File: config.mk
export PLATFORM = sky130hd
export DESIGN_NAME = ram_port_arbiter_flat
export DESIGN_NICKNAME = d
export VERILOG_FILES = /design/src/rtl/ram_port_arbiter_if.sv /design/src/rtl/ram_port_arbiter.sv /design/src/flat_wrapper.sv
export SDC_FILE = /design/constraint.sdc
export NUM_CORES = 1
export LEC_CHECK = 0
export ABC_AREA = 1
export BUFFER_PORTS_ARGS = -buffer_cell sky130_fd_sc_hd__buf_2
export CORE_AREA = 2 2 169 171
export CTS_BUF_LIST = sky130_fd_sc_hd__clkbuf_8
export CTS_CLUSTER_DIAMETER = 200
export DETAILED_ROUTE_END_ITERATION = 10
export DIE_AREA = 0 0 171 173
export PLACE_DENSITY_LB_ADDON = 0.12
export SLEW_MARGIN = 20
export SYNTH_ARGS = -nofsm -noshare
export SYNTH_HDL_FRONTEND = slang
export SYNTH_SLANG_ARGS = --single-unit
File: constraint.sdc
create_clock -name clk -period 2.07 [get_ports clk]
set_clock_uncertainty 0.2 [all_clocks]
set_input_delay 0.207 -clock clk [delete_from_list [all_inputs] [get_ports clk]]
set_output_delay 0.207 -clock clk [all_outputs]
set_load 0.01 [all_outputs]
File: src/rtl/ram_port_arbiter_if.sv
// ram_port_arbiter_if: hart request/completion and RAM strobe/bus signals of the four-hart RAM port arbiter.
interface ram_port_arbiter_if;
    logic [3:0]       Req;
    logic [3:0]       ReqWrite;
    logic [3:0][31:0] ReqAddr;
    logic [3:0][31:0] ReqWData;
    logic [3:0]       Grant;
    logic [3:0]       Done;
    logic [1:0]       DoneForTID;
    logic [31:0]      RdData;
    logic             RamRead;
    logic             RamWrite;
    logic [31:0]      RamReadAddress;
    logic [31:0]      RamWriteAddress;
    logic [31:0]      RamWriteData;
    logic [31:0]      RamData;

    modport master (
        output Req, ReqWrite, ReqAddr, ReqWData, RamData,
        input  Grant, Done, DoneForTID, RdData, RamRead, RamWrite,
               RamReadAddress, RamWriteAddress, RamWriteData
    );

    modport slave (
        input  Req, ReqWrite, ReqAddr, ReqWData, RamData,
        output Grant, Done, DoneForTID, RdData, RamRead, RamWrite,
               RamReadAddress, RamWriteAddress, RamWriteData
    );
endinterface

File: src/rtl/ram_port_arbiter.sv
// ram_port_arbiter: round-robin arbiter sharing one RAM port among four harts, one access per RAM_LATENCY+2 cycles.
// Defining ARB_WRPRIO_EN makes pending writes win over pending reads.
module ram_port_arbiter #(
    parameter int RAM_LATENCY = 4
) (
    input  logic               clk,
    input  logic               Reset,
    ram_port_arbiter_if.slave  bus
);
    typedef enum logic [1:0] {IDLE, ACCESS, DONE} state_t;

    state_t     state;
    logic [1:0] ptr;
    logic [1:0] tid;
    logic [1:0] pick;
    logic [3:0] cnt;
    logic [3:0] cand;
    logic       is_wr;

`ifdef ARB_WRPRIO_EN
    assign cand = |(bus.Req & bus.ReqWrite) ? (bus.Req & bus.ReqWrite) : bus.Req;
`else
    assign cand = bus.Req;
`endif

    // ptr holds the hart where the next search starts; descending scan leaves the nearest candidate
    always_comb begin
        pick = ptr;
        for (int i = 3; i >= 0; i--)
            if (cand[ptr + 2'(i)]) pick = ptr + 2'(i);
    end

    always_ff @(posedge clk) begin
        if (Reset) begin
            state               <= IDLE;
            ptr                 <= '0;
            cnt                 <= '0;
            tid                 <= '0;
            is_wr               <= 1'b0;
            bus.Grant           <= '0;
            bus.Done            <= '0;
            bus.DoneForTID      <= '0;
            bus.RdData          <= '0;
            bus.RamRead         <= 1'b0;
            bus.RamWrite        <= 1'b0;
            bus.RamReadAddress  <= '0;
            bus.RamWriteAddress <= '0;
            bus.RamWriteData    <= '0;
        end else begin
            case (state)
                IDLE: if (|bus.Req) begin
                    state               <= ACCESS;
                    tid                 <= pick;
                    is_wr               <= bus.ReqWrite[pick];
                    cnt                 <= 4'(RAM_LATENCY - 1);
                    bus.Grant           <= 4'b1 << pick;
                    bus.RamRead         <= !bus.ReqWrite[pick];
                    bus.RamWrite        <= bus.ReqWrite[pick];
                    bus.RamReadAddress  <= bus.ReqWrite[pick] ? '0 : bus.ReqAddr[pick];
                    bus.RamWriteAddress <= bus.ReqWrite[pick] ? bus.ReqAddr[pick] : '0;
                    bus.RamWriteData    <= bus.ReqWrite[pick] ? bus.ReqWData[pick] : '0;
                end
                ACCESS: if (cnt == 4'd0) begin
                    state               <= DONE;
                    bus.Grant           <= '0;
                    bus.RamRead         <= 1'b0;
                    bus.RamWrite        <= 1'b0;
                    bus.RamReadAddress  <= '0;
                    bus.RamWriteAddress <= '0;
                    bus.RamWriteData    <= '0;
                    bus.Done            <= 4'b1 << tid;
                    bus.DoneForTID      <= tid;
                    if (!is_wr) bus.RdData <= bus.RamData;
                end else begin
                    cnt <= cnt - 4'd1;
                end
                DONE: begin
                    state          <= IDLE;
                    bus.Done       <= '0;
                    bus.DoneForTID <= '0;
                    ptr            <= tid + 2'd1;
                end
                default: state <= IDLE;
            endcase
        end
    end
endmodule
File: src/flat_wrapper.sv
// flat-port wrapper written by rule: the top's interface ports become plain ports
module ram_port_arbiter_flat 
#(
    parameter int RAM_LATENCY = 4
)
  (clk, Reset, bus_Req, bus_ReqWrite, bus_ReqAddr, bus_ReqWData, bus_RamData, bus_Grant, bus_Done, bus_DoneForTID, bus_RdData, bus_RamRead, bus_RamWrite, bus_RamReadAddress, bus_RamWriteAddress, bus_RamWriteData);
  ram_port_arbiter_if bus_i ();
  input  logic clk;
  input  logic Reset;
  input wire logic [$bits(bus_i.Req)-1:0] bus_Req;
  input wire logic [$bits(bus_i.ReqWrite)-1:0] bus_ReqWrite;
  input wire logic [$bits(bus_i.ReqAddr)-1:0] bus_ReqAddr;
  input wire logic [$bits(bus_i.ReqWData)-1:0] bus_ReqWData;
  input wire logic [$bits(bus_i.RamData)-1:0] bus_RamData;
  output wire logic [$bits(bus_i.Grant)-1:0] bus_Grant;
  output wire logic [$bits(bus_i.Done)-1:0] bus_Done;
  output wire logic [$bits(bus_i.DoneForTID)-1:0] bus_DoneForTID;
  output wire logic [$bits(bus_i.RdData)-1:0] bus_RdData;
  output wire logic [$bits(bus_i.RamRead)-1:0] bus_RamRead;
  output wire logic [$bits(bus_i.RamWrite)-1:0] bus_RamWrite;
  output wire logic [$bits(bus_i.RamReadAddress)-1:0] bus_RamReadAddress;
  output wire logic [$bits(bus_i.RamWriteAddress)-1:0] bus_RamWriteAddress;
  output wire logic [$bits(bus_i.RamWriteData)-1:0] bus_RamWriteData;
  assign bus_i.Req = bus_Req;
  assign bus_i.ReqWrite = bus_ReqWrite;
  assign bus_i.ReqAddr = bus_ReqAddr;
  assign bus_i.ReqWData = bus_ReqWData;
  assign bus_i.RamData = bus_RamData;
  assign bus_Grant = bus_i.Grant;
  assign bus_Done = bus_i.Done;
  assign bus_DoneForTID = bus_i.DoneForTID;
  assign bus_RdData = bus_i.RdData;
  assign bus_RamRead = bus_i.RamRead;
  assign bus_RamWrite = bus_i.RamWrite;
  assign bus_RamReadAddress = bus_i.RamReadAddress;
  assign bus_RamWriteAddress = bus_i.RamWriteAddress;
  assign bus_RamWriteData = bus_i.RamWriteData;
  ram_port_arbiter #(.RAM_LATENCY(RAM_LATENCY)) u_core (.clk(clk), .Reset(Reset), .bus(bus_i));
endmodule
==> results.json <==
{
  "status": "finished with violations",
  "violations": "negative setup slack",
  "dp.cells": 2199,
  "max_slew.worst_pin.slew_ns": 0.722,
  "multiInputGateArea_um2": 5120,
  "instances_no_fill": 2439,
  "drc": 0,
  "nNetsFinal": 2348,
  "core_um2": 27600,
  "area_growth_pct": 71.9,
  "root_buffer": "clkbuf_8",
  "synthAdderAreaFrac_pct": 0.852,
  "cts.clk_slew.worst_paths_ns": 0.11,
  "seq_area_frac_synth_pct": 34.3,
  "syn_nets": 1744,
  "dieArea_um2": 29600,
  "wirelength_um": 41700,
  "finalCriticalPeriod_ns": 2.37,
  "ys_warn_count": 0,
  "synth_edf_count": 0,
  "num_vias": 12000,
  "ios": 438,
  "setup_viol_count_final": 99,
  "rows": 61,
  "power_leakage_nw": 8.01,
  "cts_buffer_depth": 2,
  "drv_slew": 0,
  "drt_iter0_markers": 761,
  "grt_max_degree": 75,
  "required_ns": 2.26,
  "io_buffer_count": 437,
  "layout-drive-gt1-share_pct": 34.6,
  "place_hpwl_um": 25400,
  "overflow": 0,
  "final_antenna_net_count": 0,
  "grt_pass1_vias": 11600,
  "finish.instance_area_um2": 15200,
  "cts_buffers": 17,
  "setup_slack_ns": -0.303,
  "cts_num_sinks": 151,
  "met1_usage_pct": 31.5,
  "cap_violations": 0,
  "synth_compound_area_share_pct": 9.03,
  "path_max_fanout": 7,
  "fmax_mhz": 421,
  "start_util_pct": 31.9,
  "ys.flop_type": "dfxtp_1",
  "cts_tree": "done",
  "final_common_cell": "buf_2",
  "syn_area_um2": 8820,
  "timing_hold_violations_final": 0,
  "cp-start-kind": "register",
  "postPlaceCellArea_um2": 11600,
  "dr.pass1.iters": 7,
  "slew_headroom_pct": 51.9,
  "top_usage_layer": "met2",
  "critPathKind": "register to register",
  "synth_seq_cells": 151,
  "crit_arrival_ns": 2.57,
  "cp-end-kind": "register",
  "netlist_instances": 1440,
  "grt_use_met3_pct": 5.29,
  "fp.dieW_um": 171,
  "htreeDepth": 4,
  "muxShareOfSynthArea_pct": 0,
  "antenna_found_initial": 4,
  "clk_latency_ns": 0.45,
  "layout.area.seq_um2": 3030,
  "viasPerCell": 4.91,
  "wire_per_inst_um": 17.1,
  "syn_avg_cell_area_um2": 6.12,
  "layout_common_cells": "buf_2, nand2_1, nand3_1",
  "die_height_um": 173,
  "rsz0062_at_grt": "yes",
  "track_usage_pct": 26.3,
  "postLayoutCoreUtil_pct": 54.8,
  "fin_crit_sh_pct": 115,
  "fillers": 2746,
  "hp-class": "primary input to register",
  "irDropWorstVdd_v": 0.000480,
  "total_power_w": 0.0125,
  "synth_xor_area_share_pct": 0.0993,
  "synth_cell_type_count": 30,
  "grt_pass1_wl_um": 61700,
  "async_reset_ff_share_pct": 0,
  "use_met2_pct": 45.3,
  "place.gp.congestion": 0.893,
  "synthSimpleGateAreaFrac_pct": 42.2,
  "p_per_area_nw_per_um2": 827,
  "synth_top_family_by_area": "simple AND/OR/NAND/NOR gates"
}
per-layer routing:
metal | wire, um | share of wire [%]
met3 | 2840 | 6.8
met5 | 0 | 0
met4 | 1410 | 3.4
met1 | 17200 | 41
met2 | 20300 | 49
report_power, final:
group / internal, W / switching (W)
combinational: 0.00289 / 0.00362
clock: 0.000931 / 0.00146
sequential: 0.00337 / 0.000264
cell usage after synthesis, types with 2 or more instances:
library cell / count / area [um2]
nor3_1: 2 / 10.0
nand2_2: 2 / 12.5
dfxtp_1: 151 / 3020
buf_4: 8 / 60.1
nand3_1: 239 / 1200
o21ai_0: 42 / 210
clkbuf_1: 56 / 210
buf_6: 10 / 113
nand2_4: 3 / 33.8
ha_1: 6 / 75.1
nand4_1: 65 / 407
buf_1: 2 / 7.51
a21oi_1: 102 / 510
a32o_1: 4 / 40.0
buf_2: 41 / 205
nand2_1: 434 / 1630
nor2_1: 106 / 398
o22ai_1: 2 / 12.5
inv_1: 150 / 563
inv_2: 5 / 18.8
logic make-up after synthesis:
group | count (synthesis)
and+or+nand+nor | 855
buffers and inverters | 274
AOI/OAI and AO/OA | 153
DFF | 151
adders and majority gates | 6
xor gates and xnor gates | 1
area by class of cell:
cell class / instances / share of cell area [%]
Clock buffer: 17 / 1.54
Sequential cell: 151 / 20.0
Tap cell: 378 / 3.12
Timing Repair Buffer: 700 / 36.2
Clock inverter: 15 / 1.16
Multi-Input combinational cell: 1016 / 33.8
Timing Repair inverter: 1 / 0.0578
Inverter: 157 / 4.05
Antenna cell: 4 / 0.0661
registers in the layout (all words and copies together) (netlist names), 4 cells and up:
register and cells:
u_core.bus.RdData 32, u_core.bus.RamWriteAddress 32, u_core.bus.RamReadAddress 32, u_core.bus.Grant 4, u_core.bus.RamWriteData 32, u_core.cnt 4, u_core.bus.Done 4
repair_timing:
action,4_1_cts,5_1_grt
cloned,18,7
resized for setup,103,85
setup buffers,13,18
pin swaps,20,49
hold buffers,150,0
endpoints found under the hold margin,89,0
setup endpoints to repair,133,136
critical path, cell delays in order, from the launching register on:
cell and delay, ns:
dfxtp_4 0.38, inv_4 0.10, nand2_1 0.08, nand2_2 0.09
nand2_2 0.06, nand2_2 0.06, nand2_2 0.06, nand2_4 0.09
nand2_4 0.06, nand2_8 0.09, buf_8 0.13, buf_16 0.14
buf_12 0.12, buf_16 0.12, buf_4 0.11, nand3_1 0.05
nand2_1 0.08, nand2_1 0.04, nand2_1 0.06, nand3_1 0.06
a21oi_1 0.12
path summary, 6_finish.rpt:
kind / startpoint / end / slack, ns / depth (start not counted)
worst min-delay path: bus_ReqAddr[42] / u_core.bus.RamWriteAddress[10] / 0.01 / 7
worst max register to register: u_core.ptr[1] / u_core.bus.RamWriteData[14] / -0.30 / 20
worst max-delay path: u_core.ptr[1] / u_core.bus.RamWriteData[14] / -0.30 / 20
worst min register to register: u_core.bus.RamWriteData[9] / u_core.bus.RamWriteData[9] / 0.27 / 2
per-stage QoR:
| stage | setup slack [ns] | setup TNS [ns] | hold WS [ns] |
|---|---|---|---|
| floorplan | 0.0415 | 0 | 0.134 |
| global placement | -0.264 | -18.89 | 0.227 |
| detailed placement | -0.314 | -23.67 | 0.236 |
| CTS | -0.228 | -15.77 | 0.00105 |
| global route | -0.408 | -32.87 | 0.0275 |
| finish | -0.303 | -20.08 | 0.0147 |
Note: power is estimated with default switching activity, not from simulation.
